### src/rtl/core_pkg.sv
// Shared core definitions: XLEN, reset PC, NOP encoding and the fetch FSM states.
package core_pkg;

  localparam int XLEN = 32;
  localparam logic [XLEN-1:0] RESET_PC_DEFAULT = 32'h0000_0000;
  localparam logic [XLEN-1:0] NOP_INSTR = 32'h0000_0013;

  typedef enum logic [1:0] {
    BOOT = 2'd0,
    RUN  = 2'd1,
    HALT = 2'd2
  } fetch_state_e;

  function automatic logic is_misaligned(input logic [XLEN-1:0] addr);
    return addr[1:0] != 2'b00;
  endfunction

endpackage

### src/rtl/fetch_fifo.sv
// Synchronous FIFO with flush; serves as the decode instruction buffer and the request PC tag queue.
module fetch_fifo #(
  parameter int WIDTH = 32,
  parameter int DEPTH = 2,
  localparam int PW = (DEPTH > 1) ? $clog2(DEPTH) : 1,
  localparam int CW = $clog2(DEPTH + 1)
) (
  input  logic             clk,
  input  logic             rst,
  input  logic             flush,
  input  logic             push,
  input  logic [WIDTH-1:0] push_data,
  input  logic             pop,
  output logic [WIDTH-1:0] pop_data,
  output logic             empty,
  output logic [CW-1:0]    count
);

  logic [WIDTH-1:0] mem_r [DEPTH];
  logic [PW-1:0]    rd_ptr_r;
  logic [PW-1:0]    wr_ptr_r;
  logic [CW-1:0]    count_r;
  logic             push_s;
  logic             pop_s;
  logic             full_s;

  function automatic logic [PW-1:0] ptr_inc(input logic [PW-1:0] ptr);
    if (ptr == PW'(DEPTH - 1)) begin
      return {PW{1'b0}};
    end else begin
      return ptr + PW'(1);
    end
  endfunction

  assign full_s   = (count_r == CW'(DEPTH));
  assign empty    = (count_r == {CW{1'b0}});
  assign pop_s    = pop && !empty;
  // A full FIFO may still accept a push when the head leaves in the same cycle.
  assign push_s   = push && (!full_s || pop_s);
  assign pop_data = mem_r[rd_ptr_r];
  assign count    = count_r;

  // Pointer and occupancy bookkeeping.
  always_ff @(posedge clk) begin
    if (rst || flush) begin
      rd_ptr_r <= {PW{1'b0}};
      wr_ptr_r <= {PW{1'b0}};
      count_r  <= {CW{1'b0}};
    end else begin
      if (push_s) begin
        wr_ptr_r <= ptr_inc(wr_ptr_r);
      end
      if (pop_s) begin
        rd_ptr_r <= ptr_inc(rd_ptr_r);
      end
      count_r <= count_r + CW'(push_s) - CW'(pop_s);
    end
  end

  // Entry storage.
  always_ff @(posedge clk) begin
    if (push_s) begin
      mem_r[wr_ptr_r] <= push_data;
    end
  end

endmodule

### src/rtl/fetch_stage.sv
// Fetch PC register, credit-limited imem request issue, redirect squash and the
// instruction buffer toward decode.
module fetch_stage
  import core_pkg::*;
#(
  parameter logic [XLEN-1:0] RESET_PC        = RESET_PC_DEFAULT,
  parameter int              FIFO_DEPTH      = 2,
  parameter int              MAX_OUTSTANDING = 2
) (
  input  logic            clk,
  input  logic            rst,
  input  logic [XLEN-1:0] next_pc,
  input  logic            redirect,
  output logic [XLEN-1:0] pc_out,
  output logic [XLEN-1:0] pc_plus4,
  output logic            imem_req_valid,
  input  logic            imem_req_ready,
  output logic [XLEN-1:0] imem_req_addr,
  input  logic            imem_rsp_valid,
  input  logic [XLEN-1:0] imem_rsp_data,
  output logic            if_valid,
  input  logic            if_ready,
  output logic [XLEN-1:0] if_instr,
  output logic [XLEN-1:0] if_pc,
  output logic            fetch_misaligned
);

  localparam int CW  = $clog2(MAX_OUTSTANDING + 1);
  localparam int FCW = $clog2(FIFO_DEPTH + 1);

  fetch_state_e      state_r;
  fetch_state_e      state_nxt_s;
  logic [XLEN-1:0]   pc_r;
  logic [XLEN-1:0]   pc_nxt_s;
  logic [CW-1:0]     outstanding_s;
  logic [CW-1:0]     discard_r;
  logic [CW-1:0]     discard_nxt_s;
  logic [FCW-1:0]    fifo_count_s;
  logic              misaligned_r;
  logic              misaligned_nxt_s;
  logic              redirect_s;
  logic              credit_s;
  logic              req_valid_s;
  logic              accept_s;
  logic              pc_load_s;
  logic              rsp_s;
  logic              rsp_keep_s;
  logic              tag_empty_s;
  logic              instr_empty_s;
  logic [XLEN-1:0]   tag_pc_s;
  logic [2*XLEN-1:0] head_s;

  // Redirects are meaningless before the first fetch, so BOOT ignores them.
  assign redirect_s  = redirect && (state_r != BOOT);
  // The outstanding count is the tag queue occupancy; every accepted request owns one tag.
  assign credit_s    = (int'(outstanding_s) < MAX_OUTSTANDING) &&
                       ((int'(outstanding_s) + int'(fifo_count_s)) < FIFO_DEPTH);
  assign req_valid_s = (state_r == RUN) && credit_s && !redirect;
  assign accept_s    = req_valid_s && imem_req_ready;
  assign pc_load_s   = redirect_s || accept_s;
  assign rsp_s       = imem_rsp_valid && !tag_empty_s;
  assign rsp_keep_s  = rsp_s && (discard_r == {CW{1'b0}}) && !redirect_s;

  assign pc_out           = pc_r;
  assign pc_plus4         = pc_r + XLEN'(4);
  assign imem_req_valid   = req_valid_s;
  assign imem_req_addr    = pc_r;
  assign if_valid         = !instr_empty_s;
  assign if_pc            = head_s[2*XLEN-1:XLEN];
  assign if_instr         = instr_empty_s ? NOP_INSTR : head_s[XLEN-1:0];
  assign fetch_misaligned = misaligned_r;

  fetch_fifo #(
    .WIDTH(XLEN),
    .DEPTH(MAX_OUTSTANDING)
  ) u_tag_fifo (
    .clk      (clk),
    .rst      (rst),
    .flush    (1'b0),
    .push     (accept_s),
    .push_data(pc_r),
    .pop      (rsp_s),
    .pop_data (tag_pc_s),
    .empty    (tag_empty_s),
    .count    (outstanding_s)
  );

  fetch_fifo #(
    .WIDTH(2 * XLEN),
    .DEPTH(FIFO_DEPTH)
  ) u_instr_fifo (
    .clk      (clk),
    .rst      (rst),
    .flush    (redirect_s),
    .push     (rsp_keep_s),
    .push_data({tag_pc_s, imem_rsp_data}),
    .pop      (if_ready),
    .pop_data (head_s),
    .empty    (instr_empty_s),
    .count    (fifo_count_s)
  );

  // FSM next state, PC select and sticky misalignment flag.
  always_comb begin
    state_nxt_s      = state_r;
    misaligned_nxt_s = misaligned_r;
    pc_nxt_s         = pc_load_s ? next_pc : pc_r;
    case (state_r)
      BOOT: begin
        state_nxt_s = RUN;
      end
      RUN: begin
        if (pc_load_s && is_misaligned(next_pc)) begin
          state_nxt_s      = HALT;
          misaligned_nxt_s = 1'b1;
        end else begin
          state_nxt_s = RUN;
        end
      end
      HALT: begin
        if (redirect_s && !is_misaligned(next_pc)) begin
          state_nxt_s      = RUN;
          misaligned_nxt_s = 1'b0;
        end else begin
          state_nxt_s = HALT;
        end
      end
      default: begin
        state_nxt_s = BOOT;
      end
    endcase
  end

  // A redirect marks every request still in flight as stale, minus the one answered this cycle.
  always_comb begin
    discard_nxt_s = discard_r;
    if (redirect_s) begin
      discard_nxt_s = outstanding_s - CW'(rsp_s);
    end else if (rsp_s && (discard_r != {CW{1'b0}})) begin
      discard_nxt_s = discard_r - CW'(1);
    end else begin
      discard_nxt_s = discard_r;
    end
  end

  // Architectural fetch state registers.
  always_ff @(posedge clk) begin
    if (rst) begin
      state_r      <= BOOT;
      pc_r         <= RESET_PC;
      discard_r    <= {CW{1'b0}};
      misaligned_r <= 1'b0;
    end else begin
      state_r      <= state_nxt_s;
      pc_r         <= pc_nxt_s;
      discard_r    <= discard_nxt_s;
      misaligned_r <= misaligned_nxt_s;
    end
  end

endmodule

### config.mk
export PLATFORM = sky130hd
export DESIGN_NAME = fetch_stage
export DESIGN_NICKNAME = d
export VERILOG_FILES = /design/src/rtl/core_pkg.sv /design/src/rtl/fetch_fifo.sv /design/src/rtl/fetch_stage.sv
export SDC_FILE = /design/constraint.sdc
export NUM_CORES = 1
export LEC_CHECK = 0
export ABC_AREA = 1
export CORE_ASPECT_RATIO = 2
export CORE_MARGIN = 3
export CORE_UTILIZATION = 38
export CTS_BUF_LIST = sky130_fd_sc_hd__clkbuf_4 sky130_fd_sc_hd__clkbuf_8 sky130_fd_sc_hd__clkbuf_16
export CTS_CLUSTER_SIZE = 8
export DETAILED_ROUTE_END_ITERATION = 10
export GPL_TIMING_DRIVEN = 0
export PLACE_DENSITY = 0.69
export RECOVER_POWER = 50
export SYNTH_ARGS = -nofsm -noshare
export SYNTH_HDL_FRONTEND = slang
export SYNTH_SLANG_ARGS = --single-unit
### constraint.sdc
create_clock -name clk -period 9.32 [get_ports clk]
set_clock_uncertainty 0.1 [all_clocks]
set_input_delay 1.864 -clock clk [delete_from_list [all_inputs] [get_ports clk]]
set_output_delay 1.864 -clock clk [all_outputs]
set_load 0.01 [all_outputs]
==> results of run 1 <==
[placed cells by master (no fill, tap or decap), types with 2 or more instances in the layout]
cell type and n:
sky130_fd_sc_hd__dlygate4sd3_1 35, sky130_fd_sc_hd__ha_1 10, sky130_fd_sc_hd__mux2_2 5, sky130_fd_sc_hd__nor2_4 3, sky130_fd_sc_hd__clkbuf_4 20, sky130_fd_sc_hd__nand3b_1 2
sky130_fd_sc_hd__buf_2 2, sky130_fd_sc_hd__clkbuf_1 25, sky130_fd_sc_hd__mux2_1 27, sky130_fd_sc_hd__nand3_1 20, sky130_fd_sc_hd__nand2_2 2, sky130_fd_sc_hd__buf_1 5
sky130_fd_sc_hd__inv_1 52, sky130_fd_sc_hd__buf_4 34, sky130_fd_sc_hd__nand4_1 6, sky130_fd_sc_hd__clkbuf_16 36, sky130_fd_sc_hd__edfxtp_1 192, sky130_fd_sc_hd__nor2_2 4
sky130_fd_sc_hd__nor3_1 13, sky130_fd_sc_hd__xor2_1 17, sky130_fd_sc_hd__nand3_2 2, sky130_fd_sc_hd__nand2_1 215, sky130_fd_sc_hd__buf_12 3, sky130_fd_sc_hd__dfxtp_1 47
sky130_fd_sc_hd__or2_2 2, sky130_fd_sc_hd__clkdlybuf4s50_1 197, sky130_fd_sc_hd__xnor2_1 10, sky130_fd_sc_hd__o21ai_0 37, sky130_fd_sc_hd__nor2_1 72, sky130_fd_sc_hd__a21oi_1 49
sky130_fd_sc_hd__a31oi_1 2
[metal layers]
metal	global-route usage (%)	vias to the layer above
li1	-	3452
met1	17.0	3276
met2	34.5	239
met3	3.47	63
met4	8.67	0
met5	0	-
[where the power goes]
group          internal (mW)  switching [mW]
sequential              1.33           0.100
clock                  0.769           0.421
combinational          0.530           0.558
total                   2.63            1.08
[critical path, stage by stage]
cell	delay [ns]
sky130_fd_sc_hd__dlygate4sd3_1	0.58
sky130_fd_sc_hd__nor2_1	0.14
sky130_fd_sc_hd__and3_1	0.16
sky130_fd_sc_hd__clkdlybuf4s50_1	0.54
[final cells by class]
type / count / area (sq um) / area share, %
antenna: 1 / 2.50 / 0.0181
clock inverter: 2 / 25.0 / 0.181
clock buffer: 56 / 1050 / 7.59
inverter: 53 / 199 / 1.44
timing repair buffer: 237 / 2390 / 17.3
tap: 340 / 425 / 3.07
buffer: 64 / 370 / 2.68
sequential: 239 / 6710 / 48.5
multi-input combinational: 507 / 2670 / 19.3
[per-stage QoR]
step	std cells	power (mW)	worst slack (ns)
finish	1499	3.70	4.07
global placement	1435	2.55	1.83
floorplan	863	1.95	3.79
CTS	1498	3.78	4.13
global route	1499	3.89	3.97
detailed placement	1440	2.57	4.14
[final timing paths]
kind	end	slack, ns	from	cells after the start
worst max-delay path	imem_req_valid	4.07	redirect	4
worst min-delay path	register	0.36	u_tag_fifo.rd_ptr_r	1
worst max register to register	u_instr_fifo.mem_r[1][29]	5.95	state_r[1]	8
worst min register to register	register	0.36	u_tag_fifo.rd_ptr_r	1
[cells by family after synthesis]
| family | after synthesis | share of synthesized area (%) |
|---|---|---|
| AOI/OAI and AO/OA | 91 | 4.68 |
| xor gates and xnor gates | 28 | 2.54 |
| adders and majority gates | 11 | 1.46 |
| buffers and inverters | 117 | 5.93 |
| DFF | 239 | 67.3 |
| muxes | 32 | 3.62 |
| and+or+nand+nor | 345 | 14.5 |
[sequential cells by signal, indices dropped and copies added, names as in the netlist, named ones only]
signal	flops
u_instr_fifo.count	2
imem_req_addr	32
state_r	2
u_instr_fifo.rd_ptr_r	1
discard_r	2
u_tag_fifo.wr_ptr_r	1
u_tag_fifo.mem_r	64
u_tag_fifo.rd_ptr_r	1
u_instr_fifo.mem_r	128
u_tag_fifo.count	2
fetch_misaligned	1
u_instr_fifo.wr_ptr_r	1
==> impl_metrics.sql, run 1 <==
INSERT INTO impl_metrics (metric_group, metric, value, unit) VALUES
('finish', 'fillers', '2272', ''),
('synthesis', 'synth_seq_cells', '239', ''),
('global_route', 'globalRouteTotalUtil', '17.7', '%'),
('hold_path', 'worstHoldPathType', 'register to register', ''),
('clocking', 'clock_latency', '0.50', 'ns'),
('floorplan', 'num_rows', '83', ''),
('detailed_routing', 'drt-total-wl', '25200', 'um'),
('floorplan', 'floorplan.die.height', '235', 'um'),
('outcome', 'run_status', 'finished, violations left', ''),
('synthesis', 'synthDominantCellAreaShare', '57.8', '%'),
('clocking', 'max_h_tree_level', '2', ''),
('detailed_routing', 'remaining_drc_errors', '0', ''),
('detailed_routing', 'drt_first_iter_violations', '324', ''),
('clocking', 'cts_post_setup_buffers_inserted', '0', ''),
('worst_setup_path', 'crit_path_start_kind', 'input pin', ''),
('synthesis', 'synth_area_per_inst', '11.5', 'sq um'),
('clocking', 'cts_tree', 'done', ''),
('synthesis', 'synth.yosys.seq_area_share', '67.3', '%'),
('detailed_routing', 'met2_wire_length', '14200', 'um'),
('global_route', 'vias_in_the_first_global_route', '7297', ''),
('floorplan', 'die-area', '28300', 'sq um'),
('power_and_ir_drop', 'power.density', '268', 'nW/um^2'),
('finish', 'design.final.nets', '1218', ''),
('clocking', 'clkTransAtPathRegs', '0.05', 'ns'),
('synthesis', 'synth_ff_type', 'sky130_fd_sc_hd__edfxtp_1', ''),
('sta', 'hold_viol', '0', ''),
('detailed_routing', 'drt_first_pass_iters', '5', ''),
('synthesis', 'synth_area_leaders', 'sky130_fd_sc_hd__edfxtp_1 58%, sky130_fd_sc_hd__dfxtp_1 9.4%, sky130_fd_sc_hd__nand2_1 8.1%', ''),
('placement', 'detailed_place_hpwl', '18900', 'um'),
('sta', 'post-route-period-util', '56.4', '%'),
('power_and_ir_drop', 'vdd.ir_drop.worst', '0.149', 'mV'),
('placement', 'port-buffer-count', '232', ''),
('detailed_routing', 'route.vias.total', '7030', ''),
('synthesis', 'synthTopCellsByCount', '214 x sky130_fd_sc_hd__nand2_1, 192 x sky130_fd_sc_hd__edfxtp_1, 73 x sky130_fd_sc_hd__nor2_1, 50 x sky130_fd_sc_hd__inv_1, 49 x sky130_fd_sc_hd__a21oi_1', ''),
('sta', 'slew_headroom', '-27.1', '%'),
('synthesis', 'synth-async-reset-ratio', '0', '%'),
('run', 'timing.max_cap.violations', '2', ''),
('outcome', 'failed_checks', 'max-capacitance violations, max-slew violations', ''),
('clocking', 'ctsRootBufferMaster', 'sky130_fd_sc_hd__clkbuf_16', ''),
('synthesis', 'syn-cell-area', '9970', 'sq um'),
('synthesis', 'synthesis.instances', '863', ''),
('clocking', 'post_cts_resized', '0', ''),
('worst_setup_path', 'critPathCaptureType', 'output pin', ''),
('sta', 'drv_slew', '64', ''),
('finish', 'flow.area_growth_from_synthesis', '38.8', '%'),
('sta', 'fmax', '0.190', 'GHz'),
('detailed_routing', 'routed-wl-met3', '1260', 'um'),
('sta', 'final.hold.worst_slack', '0.359', 'ns'),
('finish', 'utilization', '53.7', '%'),
('synthesis', 'yosysWarnings', '0', ''),
('detailed_routing', 'routedWlPerCell', '16.8', 'um'),
('worst_setup_path', 'cp_data_required_time', '7.36', 'ns'),
('clocking', 'cts_max_path_buffers', '3', ''),
('power_and_ir_drop', 'static-leakage-power', '5.18', 'nW'),
('worst_setup_path', 'timing.critical_path.arrival', '3.29', 'ns'),
('sta', 'finalCriticalPeriod', '5.25', 'ns'),
('floorplan', 'io_pins', '233', ''),
('sta', 'setup-tns-final', '0', 'ns'),
('synthesis', 'synth.distinct_cells', '39', ''),
('clocking', 'clock-sinks', '239', ''),
('floorplan', 'floorplan.core_area', '25800', 'sq um'),
('finish', 'layout-drive-gt1-share', '10.4', '%'),
('sta', 'rsz_0062_raised_after_global_routing', 'false', ''),
('global_route', 'grt_first_pass_wirelength', '38900', 'um'),
('detailed_routing', 'avgViaCountPerCell', '4.69', ''),
('sta', 'setup-violations-final', '0', ''),
('floorplan', 'chipWidth', '121', 'um'),
('synthesis', 'synth-edff-count', '192', ''),
('worst_setup_path', 'crit_fanout', '3', ''),
('global_route', 'grt_start_max_net_pins', '34', ''),
('synthesis', 'most_frequently_used_cell_type_in_the_post_synthesis_netlist', 'sky130_fd_sc_hd__nand2_1', '');
(Power assumes the default switching activity.)
==> run 2: changes to the inputs <==
Clock period 9.32 ns to 5.1 ns, I/O delays scaled along.
==> results of run 2 <==
Same layout as run 1 (identical final DEF). Status: finished, violations left: max-capacitance violations, max-slew violations.
Main changes from that run: setup slack after placement 4.14 ns -> 1.48 ns; setup slack after layout 4.07 ns -> 0.932 ns; start point of the critical path redirect -> imem_req_addr[3]; end point of the critical path imem_req_valid -> pc_plus4[26]; register-to-register setup slack 5.95 ns -> 1.73 ns; total power 3.70 mW -> 6.77 mW; worst IR drop on VDD 0.149 mV -> 0.273 mV
==> run 3: changes to the inputs <==
Settings changed: PLACE_DENSITY 0.69 to 0.71.
Clock period 5.1 ns to 3.62 ns, I/O delays scaled along.
==> impl_metrics.sql, run 3 (same netlist as run 1, synthesis figures left out) <==
INSERT INTO impl_metrics (metric_group, metric, value, unit) VALUES
('floorplan', 'chipWidth', '121', 'um'),
('hold_path', 'hold_path.startpoint', 'u_tag_fifo.rd_ptr_r', ''),
('detailed_routing', 'route.vias.total', '7028', ''),
('hold_path', 'worstHoldEndpoint', 'u_tag_fifo.rd_ptr_r', ''),
('clocking', 'clock_latency', '0.50', 'ns'),
('sta', 'rsz_0062_raised_after_global_routing', 'false', ''),
('detailed_routing', 'drt_first_iter_violations', '293', ''),
('finish', 'design.final.nets', '1219', ''),
('detailed_routing', 'remaining_drc_errors', '0', ''),
('power_and_ir_drop', 'vdd.ir_drop.worst', '0.359', 'mV'),
('floorplan', 'num_rows', '83', ''),
('global_route', 'gr-total-overflow', '0', ''),
('power_and_ir_drop', 'power.sequential.fraction', '38.5', '%'),
('worst_setup_path', 'timing.critical_path.from', 'imem_req_addr[2]', ''),
('sta', 'post-route-period-util', '98.5', '%'),
('placement', 'port-buffer-count', '232', ''),
('global_route', 'antenna_violations_before_repair', '0', ''),
('finish', 'layout-drive-gt1-share', '11.9', '%'),
('hold_path', 'min_path_cells', '1', ''),
('power_and_ir_drop', 'total_power', '9.56', 'mW'),
('finish', 'fillers', '2265', ''),
('worst_setup_path', 'timing.critical_path.arrival', '2.74', 'ns'),
('clocking', 'hold_buffers', '0', ''),
('worst_setup_path', 'critPathCaptureType', 'output pin', ''),
('placement', 'routabilityCongestion', '0.869', ''),
('power_and_ir_drop', 'p_sw_share', '29.2', '%'),
('clocking', 'max_h_tree_level', '2', ''),
('clocking', 'clock-sinks', '239', ''),
('placement', 'post_detailed_placement_cell_area', '12800', 'sq um'),
('power_and_ir_drop', 'net-switching-power', '2.79', 'mW'),
('power_and_ir_drop', 'clockPowerShare', '32.3', '%'),
('floorplan', 'start_util', '38.7', '%'),
('outcome', 'run_status', 'completed', ''),
('floorplan', 'io_pins', '233', ''),
('worst_setup_path', 'timing.reg2reg.worst_path_depth', '10', ''),
('placement', 'place_ws', '0.336', 'ns'),
('finish', 'largest_register', 'u_instr_fifo.mem_r', ''),
('power_and_ir_drop', 'power_report.internal_total', '6.77', 'mW'),
('sta', 'hold_viol', '0', ''),
('finish', 'layout.cells.most_common', 'sky130_fd_sc_hd__nand2_1', ''),
('worst_setup_path', 'crit_path_start_kind', 'register', ''),
('power_and_ir_drop', 'power.density', '688', 'nW/um^2'),
('sta', 'finalCriticalPeriod', '3.56', 'ns'),
('floorplan', 'floorplan.die.height', '235', 'um'),
('detailed_routing', 'remaining_antenna_violation_count', '0', ''),
('finish', 'utilization', '53.9', '%'),
('finish', 'fin_area', '13900', 'sq um'),
('clocking', 'cts_tree', 'done', ''),
('worst_setup_path', 'timing_worst_setup_path_type', 'register to output pin', ''),
('clocking', 'cts_max_path_buffers', '3', ''),
('power_and_ir_drop', 'static-leakage-power', '5.22', 'nW'),
('global_route', 'vias_in_the_first_global_route', '7203', ''),
('global_route', 'globalRouteTotalUtil', '17.6', '%'),
('sta', 'finalWorstSetupSlack', '0.0550', 'ns'),
('detailed_routing', 'avgViaCountPerCell', '4.69', ''),
('worst_setup_path', 'reg2reg_setup_slack', '0.48', 'ns'),
('placement', 'detailed_place_hpwl', '18800', 'um'),
('power_and_ir_drop', 'share_comb_of_total_power', '29.2', '%'),
('sta', 'drv_slew', '0', ''),
('finish', 'commonest_non_fill_non_tap_cells_in_the_layout', '215 x sky130_fd_sc_hd__nand2_1, 195 x sky130_fd_sc_hd__clkdlybuf4s50_1, 192 x sky130_fd_sc_hd__edfxtp_1, 66 x sky130_fd_sc_hd__nor2_1, 51 x sky130_fd_sc_hd__inv_1', ''),
('worst_setup_path', 'cp_data_required_time', '2.80', 'ns'),
('hold_path', 'worstHoldPathType', 'register to register', ''),
('finish', 'flow.area_growth_from_synthesis', '39.3', '%'),
('clocking', 'ctsRootBufferMaster', 'sky130_fd_sc_hd__clkbuf_16', ''),
('finish', 'largest_register_ff_count', '128', ''),
('floorplan', 'floorplan.core_area', '25800', 'sq um'),
('worst_setup_path', 'crit_fanout', '7', ''),
('clocking', 'cts_made_buffers', '35', ''),
('run', 'timing.max_cap.violations', '0', ''),
('finish', 'post_layout_nonfiller_instances', '1500', ''),
('floorplan', 'die-area', '28300', 'sq um'),
('clocking', 'clkTransAtPathRegs', '0.05', 'ns'),
('placement', 'dpl.cell_count', '1439', ''),
('worst_setup_path', 'crit-reg2reg-capture', 'imem_req_addr[27]', ''),
('global_route', 'grt_first_pass_wirelength', '38600', 'um'),
('sta', 'tightestPinTransition', '0.928', 'ns'),
('sta', 'setup-violations-final', '0', ''),
('global_route', 'grt_start_max_net_pins', '34', ''),
('finish', 'insertedDiodeCount', '0', ''),
('worst_setup_path', 'crit-reg2reg-launch', 'u_instr_fifo.count[0]', ''),
('sta', 'fmax', '0.281', 'GHz'),
('detailed_routing', 'routedWlPerCell', '16.7', 'um'),
('detailed_routing', 'drt-total-wl', '25100', 'um'),
('detailed_routing', 'drt_first_pass_iters', '5', ''),
('sta', 'slew_headroom', '38.0', '%');
run 3: changes by cell type in the layout (fill, tap and decap cells not counted), sizes merged:
cell / previous run / this run
dlygate4sd3: 35 / 36
buf: 44 / 45
dlymetal6s2s: 0 / 1
diode: 1 / 0
clkdlybuf4s50: 197 / 195
clkbuf: 81 / 82
run 3: cell type report:
cell class	count	area [sq um]	area share (%)
plain buffers	64	370	2.67
clock buffers	57	1060	7.62
clock inverters	2	25.0	0.180
inverters	53	199	1.43
multi-input cells	507	2700	19.4
flip-flops and latches	239	6720	48.4
well taps	340	425	3.06
repair buffers	238	2390	17.2
run 3: power by group through the flow:
stage	registers, mW	clock network [mW]	logic [mW]
after floorplan	3.68	0	1.35
after global placement	3.72	0	2.82
after detailed placement	3.73	0	2.90
after CTS	3.68	3.16	2.92
after global routing	3.72	3.26	3.04
final	3.68	3.09	2.79
run 3: worst max-delay path by stage:
stage                                           end  slack [ns]
after floorplan            u_instr_fifo.mem_r[1][0]        0.28
after global placement    u_instr_fifo.mem_r[1][60]       -1.21
after detailed placement               pc_plus4[26]        0.34
after CTS                              pc_plus4[28]       0.003
after global routing                   pc_plus4[29]       0.003
final                                  pc_plus4[26]        0.06
run 3: what timing repair did:
item                                    4_1_cts  5_1_grt
endpoints found under the setup margin       11        9
gates resized for setup                       9        8
pin swaps                                     0        1
setup buffers                                 0        2
run 3: stage by stage:
stage	TNS, ns	hold slack (ns)
6_report	0	0.357
5_1_grt	0	0.395
4_1_cts	0	0.356
3_5_place_dp	0	0.344
3_3_place_gp	-191.84	0.338
2_1_floorplan	0	0.326
run 3: worst max-delay path, cell delays in order (launching register included):
cell	delay [ns]
sky130_fd_sc_hd__dfxtp_2	0.42
sky130_fd_sc_hd__ha_2	0.24
sky130_fd_sc_hd__nand2_1	0.09
sky130_fd_sc_hd__nor3_4	0.33
sky130_fd_sc_hd__inv_1	0.09
sky130_fd_sc_hd__nor2_2	0.21
sky130_fd_sc_hd__nand2_1	0.12
sky130_fd_sc_hd__xor2_1	0.14
sky130_fd_sc_hd__clkdlybuf4s50_1	0.61
run 3: routing by layer:
layer,vias up,share of wire [%],global-route usage (%)
met1,3260,34,16.7
met2,251,55,33.6
li1,3451,-,-
met4,0,5.0,9.80
met3,66,5.8,3.95
met5,-,0,0
